File: src/rtl/wr_sched_pkg.sv
// -----------------------------------------------------------------------------
// wr_sched_pkg
// Shared definitions for the write-channel scheduler:
//   - wr_sched_state_e : transaction FSM states (IDLE, ISSUE, WAIT, COMMIT)
//   - MAX_REQ          : largest supported requester count
//   - IDX_W            : width of a requester index at MAX_REQ
//   - onehot_to_idx()  : one-hot vector to binary index
// -----------------------------------------------------------------------------
package wr_sched_pkg;

    localparam int MAX_REQ = 16;
    localparam int IDX_W   = 4;

    typedef enum logic [1:0] {
        IDLE   = 2'd0,
        ISSUE  = 2'd1,
        WAIT   = 2'd2,
        COMMIT = 2'd3
    } wr_sched_state_e;

    // OR of the indices of all set bits; exact for a one-hot or all-zero input.
    function automatic logic [IDX_W-1:0] onehot_to_idx(input logic [MAX_REQ-1:0] oh);
        logic [IDX_W-1:0] idx;
        idx = {IDX_W{1'b0}};
        for (int i = 0; i < MAX_REQ; i++) begin
            if (oh[i]) begin
                idx = idx | IDX_W'(i);
            end else begin
                idx = idx;
            end
        end
        return idx;
    endfunction

endpackage

File: src/rtl/wr_sched_rr_arb.sv
// -----------------------------------------------------------------------------
// wr_sched_rr_arb
// Combinational round-robin pick. Scans requesters starting at ptr_i and
// wrapping modulo NUM_REQ; the first requester found with req_i set wins.
// The pointer itself is owned by the parent.
// Ports:
//   req_i  [NUM_REQ-1:0]  request vector
//   ptr_i  [PTR_W-1:0]    first requester to consider (must be < NUM_REQ)
//   pick_o [NUM_REQ-1:0]  one-hot winner, all-zero when no request
// -----------------------------------------------------------------------------
module wr_sched_rr_arb #(
    parameter int NUM_REQ = 4,
    parameter int PTR_W   = 2
) (
    input  logic [NUM_REQ-1:0] req_i,
    input  logic [PTR_W-1:0]   ptr_i,
    output logic [NUM_REQ-1:0] pick_o
);

    // One extra bit so ptr + offset never overflows before the wrap.
    localparam int SUM_W = PTR_W + 1;

    logic [SUM_W-1:0] idx_s;
    logic             found_s;

    // Rotating priority scan starting at ptr_i.
    always_comb begin
        pick_o  = {NUM_REQ{1'b0}};
        found_s = 1'b0;
        idx_s   = {SUM_W{1'b0}};
        for (int i = 0; i < NUM_REQ; i++) begin
            idx_s = {1'b0, ptr_i} + SUM_W'(i);
            if (idx_s >= SUM_W'(NUM_REQ)) begin
                idx_s = idx_s - SUM_W'(NUM_REQ);
            end else begin
                idx_s = idx_s;
            end
            if (!found_s && req_i[idx_s[PTR_W-1:0]]) begin
                pick_o[idx_s[PTR_W-1:0]] = 1'b1;
                found_s                  = 1'b1;
            end else begin
                found_s = found_s;
            end
        end
    end

endmodule

File: src/rtl/wr_channel_sched.sv
// -----------------------------------------------------------------------------
// wr_channel_sched
// Shares one write channel (do_wr / wr_valid / ready) between NUM_REQ
// requesters. Each write runs IDLE -> ISSUE -> WAIT -> COMMIT; the valid bit
// of the winning requester is captured at grant time and is the value
// presented on wr_valid for the whole transaction.
//
// Optional feature macro: WR_SCHED_TIMEOUT_EN
//   Defined   : a wait counter aborts a transaction after TIMEOUT_CYC cycles
//               in WAIT, pulsing timeout and advancing the RR pointer.
//   Undefined : no counter, timeout tied low, WAIT is unbounded.
//
// Ports:
//   clk        in   rising-edge clock
//   rst        in   asynchronous active-high reset
//   req        in   [NUM_REQ] level request per requester
//   req_valid  in   [NUM_REQ] valid bit each requester wants written
//   grant      out  [NUM_REQ] one-hot owner of the current transaction
//   done       out  [NUM_REQ] one-cycle pulse to the owner on commit
//   do_wr      out  write strobe to target (ISSUE and COMMIT)
//   wr_valid   out  write valid bit to target
//   ready      in   target ready
//   busy       out  transaction in flight
//   timeout    out  one-cycle abort pulse (feature macro only)
// -----------------------------------------------------------------------------
module wr_channel_sched
    import wr_sched_pkg::*;
#(
    parameter int NUM_REQ     = 4,
    parameter int TIMEOUT_CYC = 64
) (
    input  logic               clk,
    input  logic               rst,
    input  logic [NUM_REQ-1:0] req,
    input  logic [NUM_REQ-1:0] req_valid,
    output logic [NUM_REQ-1:0] grant,
    output logic [NUM_REQ-1:0] done,
    output logic               do_wr,
    output logic               wr_valid,
    input  logic               ready,
    output logic               busy,
    output logic               timeout
);

    localparam int PTR_W = $clog2(NUM_REQ);

    wr_sched_state_e    state_q;
    logic [NUM_REQ-1:0] grant_q;
    logic               was_valid_q;
    logic [PTR_W-1:0]   ptr_q;
    logic               do_wr_q;
    logic               wr_valid_q;
    logic               busy_q;

    logic [NUM_REQ-1:0] pick_s;
    logic               pick_valid_s;
    logic [PTR_W-1:0]   owner_s;
    logic [PTR_W-1:0]   ptr_d;
    logic [NUM_REQ-1:0] done_s;

`ifdef WR_SCHED_TIMEOUT_EN
    localparam int CNT_W = $clog2(TIMEOUT_CYC + 1);

    logic [CNT_W-1:0]   wait_cnt_q;
    logic               timeout_q;
`endif

    wr_sched_rr_arb #(
        .NUM_REQ (NUM_REQ),
        .PTR_W   (PTR_W)
    ) u_arb (
        .req_i   (req),
        .ptr_i   (ptr_q),
        .pick_o  (pick_s)
    );

    // The winner's valid bit is the value committed for this transaction.
    assign pick_valid_s = |(req_valid & pick_s);

    // Binary index of the current owner; grant_q is one-hot or zero.
    assign owner_s = PTR_W'(onehot_to_idx(MAX_REQ'(grant_q)));

    // Pointer moves to the requester after the owner, wrapping at NUM_REQ.
    always_comb begin
        if (owner_s == PTR_W'(NUM_REQ - 1)) begin
            ptr_d = {PTR_W{1'b0}};
        end else begin
            ptr_d = owner_s + PTR_W'(1);
        end
    end

    // done must line up with the COMMIT cycle in which ready is seen, so it is
    // decoded from the registered state and grant rather than delayed a cycle.
    always_comb begin
        if ((state_q == COMMIT) && ready) begin
            done_s = grant_q;
        end else begin
            done_s = {NUM_REQ{1'b0}};
        end
    end

    // Transaction FSM with registered channel outputs.
    always_ff @(posedge clk or posedge rst) begin
        if (rst) begin
            state_q     <= IDLE;
            grant_q     <= {NUM_REQ{1'b0}};
            was_valid_q <= 1'b0;
            ptr_q       <= {PTR_W{1'b0}};
            do_wr_q     <= 1'b0;
            wr_valid_q  <= 1'b0;
            busy_q      <= 1'b0;
`ifdef WR_SCHED_TIMEOUT_EN
            wait_cnt_q  <= {CNT_W{1'b0}};
            timeout_q   <= 1'b0;
`endif
        end else begin
`ifdef WR_SCHED_TIMEOUT_EN
            timeout_q <= 1'b0;
`endif
            case (state_q)
                IDLE: begin
                    if (|req) begin
                        state_q     <= ISSUE;
                        grant_q     <= pick_s;
                        was_valid_q <= pick_valid_s;
                        do_wr_q     <= 1'b1;
                        wr_valid_q  <= pick_valid_s;
                        busy_q      <= 1'b1;
                    end else begin
                        state_q     <= IDLE;
                        grant_q     <= {NUM_REQ{1'b0}};
                        do_wr_q     <= 1'b0;
                        wr_valid_q  <= 1'b0;
                        busy_q      <= 1'b0;
                    end
                end
                ISSUE: begin
                    // Single-cycle strobe; ready is not sampled here.
                    state_q    <= WAIT;
                    do_wr_q    <= 1'b0;
                    wr_valid_q <= was_valid_q;
`ifdef WR_SCHED_TIMEOUT_EN
                    wait_cnt_q <= {CNT_W{1'b0}};
`endif
                end
                WAIT: begin
                    if (ready) begin
                        state_q <= COMMIT;
                        do_wr_q <= 1'b1;
                    end
`ifdef WR_SCHED_TIMEOUT_EN
                    else if (wait_cnt_q == CNT_W'(TIMEOUT_CYC - 1)) begin
                        // Last permitted WAIT cycle without ready: abort.
                        state_q    <= IDLE;
                        grant_q    <= {NUM_REQ{1'b0}};
                        ptr_q      <= ptr_d;
                        do_wr_q    <= 1'b0;
                        wr_valid_q <= 1'b0;
                        busy_q     <= 1'b0;
                        timeout_q  <= 1'b1;
                    end else begin
                        wait_cnt_q <= wait_cnt_q + CNT_W'(1);
                        do_wr_q    <= 1'b0;
                    end
`else
                    else begin
                        do_wr_q <= 1'b0;
                    end
`endif
                end
                COMMIT: begin
                    if (ready) begin
                        state_q    <= IDLE;
                        grant_q    <= {NUM_REQ{1'b0}};
                        ptr_q      <= ptr_d;
                        do_wr_q    <= 1'b0;
                        wr_valid_q <= 1'b0;
                        busy_q     <= 1'b0;
                    end else begin
                        // Target withdrew ready: retry the commit from WAIT.
                        state_q <= WAIT;
                        do_wr_q <= 1'b0;
`ifdef WR_SCHED_TIMEOUT_EN
                        wait_cnt_q <= {CNT_W{1'b0}};
`endif
                    end
                end
                default: begin
                    state_q    <= IDLE;
                    grant_q    <= {NUM_REQ{1'b0}};
                    do_wr_q    <= 1'b0;
                    wr_valid_q <= 1'b0;
                    busy_q     <= 1'b0;
                end
            endcase
        end
    end

    assign grant    = grant_q;
    assign done     = done_s;
    assign do_wr    = do_wr_q;
    assign wr_valid = wr_valid_q;
    assign busy     = busy_q;

`ifdef WR_SCHED_TIMEOUT_EN
    assign timeout  = timeout_q;
`else
    assign timeout  = 1'b0;
`endif

endmodule
File: config.mk
export PLATFORM = sky130hd
export DESIGN_NAME = wr_channel_sched
export DESIGN_NICKNAME = d
export VERILOG_FILES = /design/src/rtl/wr_sched_pkg.sv /design/src/rtl/wr_sched_rr_arb.sv /design/src/rtl/wr_channel_sched.sv
export SDC_FILE = /design/constraint.sdc
export NUM_CORES = 1
export LEC_CHECK = 0
export CAP_MARGIN = 20
export CORE_MARGIN = 4
export CORE_UTILIZATION = 45
export DETAILED_ROUTE_END_ITERATION = 8
export GPL_TIMING_DRIVEN = 0
export HOLD_SLACK_MARGIN = 0.08
export PLACE_DENSITY = 0.72
export SLEW_MARGIN = 30
export SYNTH_ARGS = -nofsm -noshare
export SYNTH_HDL_FRONTEND = slang
export SYNTH_SLANG_ARGS = --single-unit
File: constraint.sdc
create_clock -name clk -period 2.9 [get_ports clk]
set_input_delay 0.58 -clock clk [delete_from_list [all_inputs] [get_ports clk]]
set_output_delay 0.58 -clock clk [all_outputs]
set_load 0.03 [all_outputs]
Word-level counts from Yosys, hierarchy flattened
Index checks and enable logic that the tools add are counted.
W data, S select, Z words.
{ "totals": {"reg_bits": 12, "input_bits": 11, "output_inout_bits": 12, "word_cells": 104} }
{ "op_classes": {"n_addsub": 8, "magnitude_cmp": 12, "eq_ne": 6, "muxes": 46, "bitwise": 4, "reduce_logical": 21} }
{ "ops": {"columns": ["operator", "count"], "rows": [
  ["$mux W4", 7],
  ["$mux W2", 9],
  ["$mux W1", 17],
  ["$lt A2 B3 Y1 const B", 4],
  ["$or A4 B4 Y4", 3],
  ["$ge A3 B3 Y1 const B", 3],
  ["$bmux W1 S2", 4],
  ["$demux W1 S2", 4],
  ["$ge A2 B1 Y1 const B", 4],
  ["$logic_and A1 B1 Y1", 8],
  ["$pmux W2 S4", 1],
  ["$pmux W4 S2", 1],
  ["$reduce_and A2 Y1", 4],
  ["$reduce_or A4 Y1", 2],
  ["$sub A2 B1 Y2 const B", 4],
  ["$add A2 B2 Y3 const B", 2],
  ["$eq A2 B2 Y1 const B", 3],
  ["$pmux W1 S3", 2],
  ["$and A4 B4 Y4", 1],
  ["$ne A2 B2 Y1 const B", 2],
  ["$add A2 B1 Y3 const B", 1],
  ["$ge A2 B3 Y1 const B", 1],
  ["$logic_not A1 Y1", 3],
  ["$reduce_bool A3 Y1", 1],
  ["6 further kinds", 6]
]} }

Longest topological paths before layout
Gate-level depths: netlist of run 1.
{ "logic_depth": {"word_depth": 18, "ltp_mapped": 8, "mapped_depth_nobuf": 7} }

Cells and area by module
Synthesis of run 1 repeated with hierarchy kept, for this count alone.
{ "unflattened": {"cells_unflattened": 81, "area_unflattened_um2": 883.3} }
{ "modules_own_cells": {"columns": ["mod", "n_inst", "cells_per_inst", "area_per_inst_um2", "seq_area_each_um2"], "rows": [
  ["wr_channel_sched", 1, 51, 580.6, 300.3],
  ["wr_sched_rr_arb", 1, 30, 302.8, 0.0]
]} }

Worst setup path before layout of run 1
OpenSTA, ideal clock, no wires.
{ "synth_path": {"kind": "reg-to-reg", "start": "register ptr_q[0]", "end": "register wr_valid_q (netlist: wr_valid)", "setup_time_ps": 138, "arrival_time_ps": 1995, "t_required_ps": 2762, "setup_slack_ps": 767, "path_stages_with_launch": 9, "period_less_slack_ps": 2133, "path_cell_list": "dfrtp_1 > buf_6 > inv_1 > ha_1 > mux4_2 > or3b_1 > a21boi_2 > a2111oi_0 > a21oi_1"} }
{ "synth_between": {"elab_chain_len": 18, "word_cells_on_any_way": 63} }
{ "synth_rtl": {"columns": ["element", "line", "source"], "rows": [
  ["from (decl)", "wr_channel_sched.sv:50", "logic [PTR_W-1:0] ptr_q;"],
  ["from (signal assigned)", "wr_channel_sched.sv:108", "ptr_q <= {PTR_W{1'b0}};"],
  ["from (signal assigned)", "wr_channel_sched.sv:175", "ptr_q <= ptr_d;"],
  ["branches (longest 13 deep; another with $add A2 B1 Y3)", null, null],
  ["$mux W4 (*)", "wr_sched_rr_arb.sv:38", "if (!found_s && req_i[idx_s[PTR_W-1:0]]) begin"],
  ["$and A4 B4 Y4 (*)", "wr_channel_sched.sv:78", "assign pick_valid_s = |(req_valid & pick_s);"],
  ["$reduce_or A4 Y1 (*)", "wr_channel_sched.sv:78", null],
  ["$mux W1 (*)", "wr_channel_sched.sv:122", "if (|req) begin"],
  ["$pmux W1 S3 (*)", "wr_channel_sched.sv:120", "case (state_q)"],
  ["to (signal assigned)", "wr_channel_sched.sv:127", "wr_valid_q <= pick_valid_s;"],
  ["to (signal assigned)", "wr_channel_sched.sv:141", "wr_valid_q <= was_valid_q;"],
  ["to (decl)", "wr_channel_sched.sv:52", "logic wr_valid_q;"]
]} }
Mark *: on every way between the ends. The select of a mux whose other input is x is not followed.
A chain may end at the register's enable or synchronous reset.

Final worst setup path of run 1
{ "layout_path": {"start": "input ready", "end": "output done[0]"} }
{ "layout_between": {"elab_chain_len": 2} }
{ "layout_rtl": {"columns": ["element", "line", "source"], "rows": [
  ["from (decl)", "wr_channel_sched.sv:40", "input logic ready,"],
  ["$logic_and A1 B1 Y1", "wr_channel_sched.sv:95", "if ((state_q == COMMIT) && ready) begin"],
  ["$mux W4", "wr_channel_sched.sv:95", null],
  ["to (decl)", "wr_channel_sched.sv:37", "output logic [NUM_REQ-1:0] done,"]
]} }
No other way between the ends.

==> summary.txt, run 1 <==
WL met3 - 69 um
first-pass GRT wire length - 3800 um
Reg power frac - 25.6%
Power Internal - 632 uW
met1 WL - 1090 um
gpl congestion - 0.854
Worst setup SP type - input pin
syn_area_per_cell - 9.06 sq um
Wirelength per Cell - 14.3 um
largest stage delay on the critical path - 0.66 ns
Slew headroom - 42.4%
ys flop type - dfrtp_1
WL final - 2260 um
minimum clock period - 2.80 ns
number of global-route vias before repair - 828
Post-synth EDFFs - 0
num ports - 23
initial antenna violation count - 0
Die Y - 54.4 um
core area - 2000 sq um
Initial Util - 48.4%
Die ar. - 2960 sq um
DRC - 0
Max Freq - 357 MHz
worst slew pin tran - 0.854 ns
HP Class - reg -> reg
cts bufs inserted - 3
clock power share - 11.1%
YS warnings - 0
logic gate share of total power - 63.3%
cells along the critical path - clkdlybuf4s50_1, and3_1, and2_1, clkdlybuf4s50_1
global router's overall resource usage - 18.2%
Final Net Count - 151
Mapped Nets - 126
dpl ws - -0.0439 ns
number of synthesized register bits - 12
most used cell, CP - clkdlybuf4s50_1
crit path DAT - 2.22 ns
DR pass1 iterations - 5
post-synthesis cell count - 107
Pwr Density - 965 nW/um^2
worst clock skew - 0.00498 ns
Worst-path clk slew - 0.07 ns
row cnt - 16
P_leak - 0.000536 uW
Antenna Cells - 0
Antenna Nets Post-Route - 0
Root Driver - clkbuf_4
final worst setup slack - 0.100 ns
WL met2 - 1060 um
Worst Setup End Kind - output port
vias after detailed routing - 906
slowest CP cell - clkdlybuf4s50_1
I/O Buffers - 21
final setup fails - 0
Max Slew Vio Count - 0
clk_lat worst skew - 0.28 ns
Worst Path Required - 2.32 ns
mapped cell area - 970 sq um
share of cells above drive strength 1 - 9.92%
max cap viols - 0
Hold Slack - 0.509 ns
Switch Pwr - 567 uW
peak supply drop - 0.542 mV
largest net degree at the start of global routing - 13
Unique masters post-synth - 39
synthesis-to-layout area growth - 28.1%
DRT iter0 DRCs - 20
RSZ-0062 raised after global routing - no
Top delay family on crit path - buffers and inverters
post-CTS setup buffer count - 0
highest routed layer - met4
Detailed Place HPWL - 1840 um
outcome - completed
critical path peak fanout - 8
Net Sw Frac - 47.3%
fillcell total - 182
H-Tree Depth - 1
Async S/R FF share, synth - 100%
Congestion Overflow GR - 0
total clock sinks - 12
cts hold-fix bufs - 0
register area share after synthesis - 31.0%
Bufs and invs on worst path - 2
die width - 54.4 um
Via-to-Cell Ratio - 5.73
final worst path period share - 96.6%
Hold Fails Final Rpt - 0
CTS tree - yes
Clock Path Buffers - 2
WS Path Type - in -> out
-- stage by stage --
step	util (%)	total power, uW	cells	instance area, sq um	setup TNS [ns]
floorplan	-	842	107	970	0
global placement	60.6	1060	155	1210	-0.0530
detailed placement	60.6	1070	155	1210	-0.119
CTS	62.1	1200	158	1240	0
global route	62.1	1300	158	1240	0
finish	62.1	1200	158	1240	0
-- layer usage --
layer / GRT usage (%) / vias up
met4: 8.71 / 0
met1: 22.8 / 432
met5: 0 / -
met2: 29.9 / 18
li1: - / 451
met3: 3.27 / 5
-- flip-flops by register name, indices dropped and copies added, names as in the netlist --
signal       cells
state_q          2
busy             1
do_wr            1
was_valid_q      1
grant            4
wr_valid         1
ptr_q            2
-- cells by family after synthesis --
kind of cell,Yosys count,share of synthesized area (%)
other,1,0.387
XOR/XNOR,1,0.903
buffers and inverters,8,4.26
AO/OA/AOI/OAI,30,23.4
flip-flops,12,31.0
AND/OR/NAND/NOR,44,24.0
adder cells (fa/ha/maj),8,10.3
multiplexers,3,5.81
-- power by group through the flow --
stage          combinational, uW  sequential [uW]  clock [uW]
6_report                     759              307         134
3_5_place_dp                 762              308           0
4_1_cts                      760              306         138
3_3_place_gp                 753              307           0
5_1_grt                      836              320         148
2_1_floorplan                480              361           0
-- Yosys cell counts (3+ instances only) --
cell | number | area, sq um
nor3b_1 | 3 | 22.5
inv_1 | 5 | 18.8
and2_1 | 4 | 25.0
o21ai_1 | 7 | 35.0
a221oi_1 | 6 | 52.6
ha_1 | 8 | 100
a21oi_1 | 3 | 15.0
nand2_1 | 17 | 63.8
nor2_1 | 6 | 22.5
dfrtp_1 | 12 | 300
-- placed cells by master, fill, tap and decap left out, types with 2 or more instances in the layout --
master,n
nand4b_1,2
nor2_1,6
o21ai_0,2
ha_1,8
nor2b_1,2
nor3b_1,3
and2_1,4
dlygate4sd2_1,3
o21ai_1,7
nand2_1,17
clkbuf_4,3
and2b_1,2
clkdlybuf4s50_1,18
dfrtp_1,12
a31oi_1,2
nand3_1,2
inv_1,5
a21oi_1,3
mux4_2,2
a221oi_1,6
-- worst min-delay path, cell delays in order (launching register included) --
cell and delay (ns):
dfrtp_1 0.36, nand2_1 0.05, o21ai_1 0.06
-- path summary, 6_finish.rpt --
| check | start | cells past startpoint | slack [ns] | end |
|---|---|---|---|---|
| max | ready | 4 | 0.10 | done[0] |
| min | grant[0] | 2 | 0.51 | grant[0] |
| max reg2reg | ptr_q[1] | 7 | 0.39 | was_valid_q |
| min reg2reg | grant[0] | 2 | 0.51 | grant[0] |
| max in group asynchronous | rst | 2 | 2.00 | grant[1] |
| min in group asynchronous | rst | 2 | 0.60 | busy |
-- cell type report --
| type | instances | area, sq um | share of cell area [%] |
|---|---|---|---|
| Inverter | 5 | 18.8 | 1.51 |
| Multi-Input combinational cell | 87 | 628 | 50.6 |
| Timing Repair Buffer | 21 | 206 | 16.6 |
| Tap cell | 27 | 33.8 | 2.72 |
| Buffer | 2 | 18.8 | 1.51 |
| Sequential cell | 12 | 300 | 24.2 |
| Clock buffer | 4 | 36.3 | 2.92 |
-- repair_timing --
item,in CTS,in global routing
setup endpoints to repair,4,0
resized for setup,3,0
endpoints found under the hold margin,0,0
(Power assumes the default switching activity.)
==> run 2: changes to the inputs <==
GPL_ROUTABILITY_DRIVEN = 0   (was not set)
==> summary.txt, run 2 (synthesis gave the netlist of run 1 again) <==
WL final - 2220 um (-1.9%)
Congestion Overflow GR - 0 (unchanged)
total clock sinks - 12 (unchanged)
logic gate share of total power - 63.3% (about the same)
final setup fails - 0 (unchanged)
number of global-route vias before repair - 807 (-2.5%)
hold path depth - 2 (unchanged)
final worst path period share - 90.9% (-5.6 points)
Net Sw Frac - 47.0% (-0.22 points)
core area - 2000 sq um (unchanged)
synthesis-to-layout area growth - 28.4%
share of cells above drive strength 1 - 9.85% (-0.075 points)
Core Util, Final - 62.2% (+0.12 points)
DRC - 0 (unchanged)
clk_lat worst skew - 0.27 ns (about the same)
I/O Buffers - 21 (unchanged)
first-pass GRT wire length - 3570 um (-6.0%)
HP Class - reg -> reg
Via-to-Cell Ratio - 5.85 (+2.0%)
P_leak - 0.000542 uW (+1.1%)
Root Driver - clkbuf_4
Reg power frac - 25.7% (about the same)
dpl ws - -0.00473 ns (+0.0392 ns)
Register-to-Register Path Depth - 7 (unchanged)
DRT iter0 DRCs - 37 (+85%)
Hold Slack - 0.486 ns (-0.0227 ns)
max cap viols - 0 (unchanged)
peak supply drop - 0.572 mV (+5.6%)
Worst Path Required - 2.32 ns (about the same)
slowest CP cell - clkdlybuf4s50_1
Largest register FFs - 4 (unchanged)
global router's overall resource usage - 16.7% (-1.5 points)
Max Slew Vio Count - 0 (unchanged)
Initial Util - 48.4% (unchanged)
largest net degree at the start of global routing - 13 (unchanged)
Worst setup SP type - input pin
Antenna Cells - 0 (unchanged)
worst clock skew - 0.00205 ns (-0.00293 ns)
fillcell total - 178 (-2.2%)
Worst-path clk slew - 0.07 ns (about the same)
critical path peak fanout - 8 (unchanged)
crit path DAT - 2.06 ns (-0.16 ns)
worst slew pin tran - 0.868 ns (+0.0138 ns)
minimum clock period - 2.64 ns (-0.163 ns)
post-CTS setup buffer count - 0 (unchanged)
Clock Path Buffers - 2 (unchanged)
Wirelength per Cell - 14.0 um (-2.6%)
Slew headroom - 41.5% (-0.93 points)
largest stage delay on the critical path - 0.50 ns (-0.16 ns)
reg2reg start - ptr_q[1]
clock power share - 10.9% (-0.2 points)
DR pass1 iterations - 4 (-1)
Worst Setup SP - ready
area taken by flip-flops and latches - 300 sq um (unchanged)
Hold Fails Final Rpt - 0 (unchanged)
CTS tree - yes
Critical Path Stages - 5 (+1)
area of the multi-input gates - 628 sq um (unchanged)
Max Freq - 379 MHz (+6.2%)
most frequent cells in the layout - nand2_1 (17), clkdlybuf4s50_1 (17), dfrtp_1 (12)
Die Y - 54.4 um (unchanged)
initial antenna violation count - 0 (unchanged)
Worst Setup End Kind - output port
Detailed Place HPWL - 1750 um (-4.9%)
Pwr Density - 961 nW/um^2 (-0.47%)
vias after detailed routing - 930 (+2.6%)
row cnt - 16 (unchanged)
Final Net Count - 152 (+0.66%)
Power Internal - 633 uW (+0.13%)
cells along the critical path - clkdlybuf4s50_1, and3_1, clkbuf_1, and2_1, dlygate4sd2_1
RSZ-0062 raised after global routing - no
Top delay family on crit path - buffers and inverters
H-Tree Depth - 1 (unchanged)
Bufs and invs on worst path - 3 (+1)
final worst setup slack - 0.263 ns (+0.163 ns)
Switch Pwr - 563 uW (-0.73%)
Antenna Nets Post-Route - 0 (unchanged)
Die ar. - 2960 sq um (unchanged)
WS Path Type - in -> out
die width - 54.4 um (unchanged)
hold path start - busy
num ports - 23 (unchanged)
cts bufs inserted - 3 (unchanged)
outcome - completed
## run 2: changes by cell type in the layout (fill, tap and decap cells not counted)
cell and change:
clkbuf_1 +1, clkdlybuf4s50_1 -1, dlygate4sd2_1 +1
## run 2: path summary, 6_finish.rpt
check | slack (ns) | end
min in group asynchronous | 0.61 | ptr_q[0]
worst max-delay path | 0.26 | done[3]
worst min-delay path | 0.49 | busy
worst max register to register | 0.42 | was_valid_q
worst min register to register | 0.49 | busy
max in group asynchronous | 1.98 | grant[3]
## run 2: power groups by stage
stage	Sequential, uW	Combinational [uW]	Clock [uW]
4_1_cts	307	758	137
6_report	308	757	131
2_1_floorplan	361	480	0
3_3_place_gp	305	751	0
3_5_place_dp	308	757	0
5_1_grt	318	826	148
## run 2: routing by layer
metal / up-vias / track usage (%) / wire length, um
met5: - / 0 / 0
met4: 0 / 4.56 / 22
met3: 4 / 4.09 / 129
met2: 36 / 25.5 / 1040
met1: 445 / 23.3 / 1030
li1: 445 / - / -
## run 2: through the flow
| stage | std cells | instance area [sq um] | TNS (ns) | total power, uW |
|---|---|---|---|---|
| after floorplan | 107 | 970 | 0 | 842 |
| after global placement | 155 | 1210 | -0.0207 | 1060 |
| after detailed placement | 155 | 1210 | -0.00682 | 1060 |
| after CTS | 159 | 1240 | 0 | 1200 |
| after global routing | 159 | 1240 | 0 | 1290 |
| final | 159 | 1240 | 0 | 1200 |
## run 2: final cells by class
type,count,area share (%)
buffer,3,1.81
sequential,12,24.1
inverter,5,1.51
tap,27,2.71
timing repair buffer,21,16.5
multi-input combinational,87,50.5
clock buffer,4,2.91
## run 2: worst reg2reg max path, cell delays in order (launching register included)
cell,delay (ns)
dfrtp_1,0.52
inv_1,0.19
ha_1,0.40
mux4_2,0.39
nand2_1,0.09
o21ai_0,0.15
a2111oi_2,0.48
a21oi_1,0.12
## run 2: repair_timing
action                                  in CTS  in global routing
resized for setup                            4                  0
hold buffers                                 0                  0
endpoints found under the setup margin       4                  0
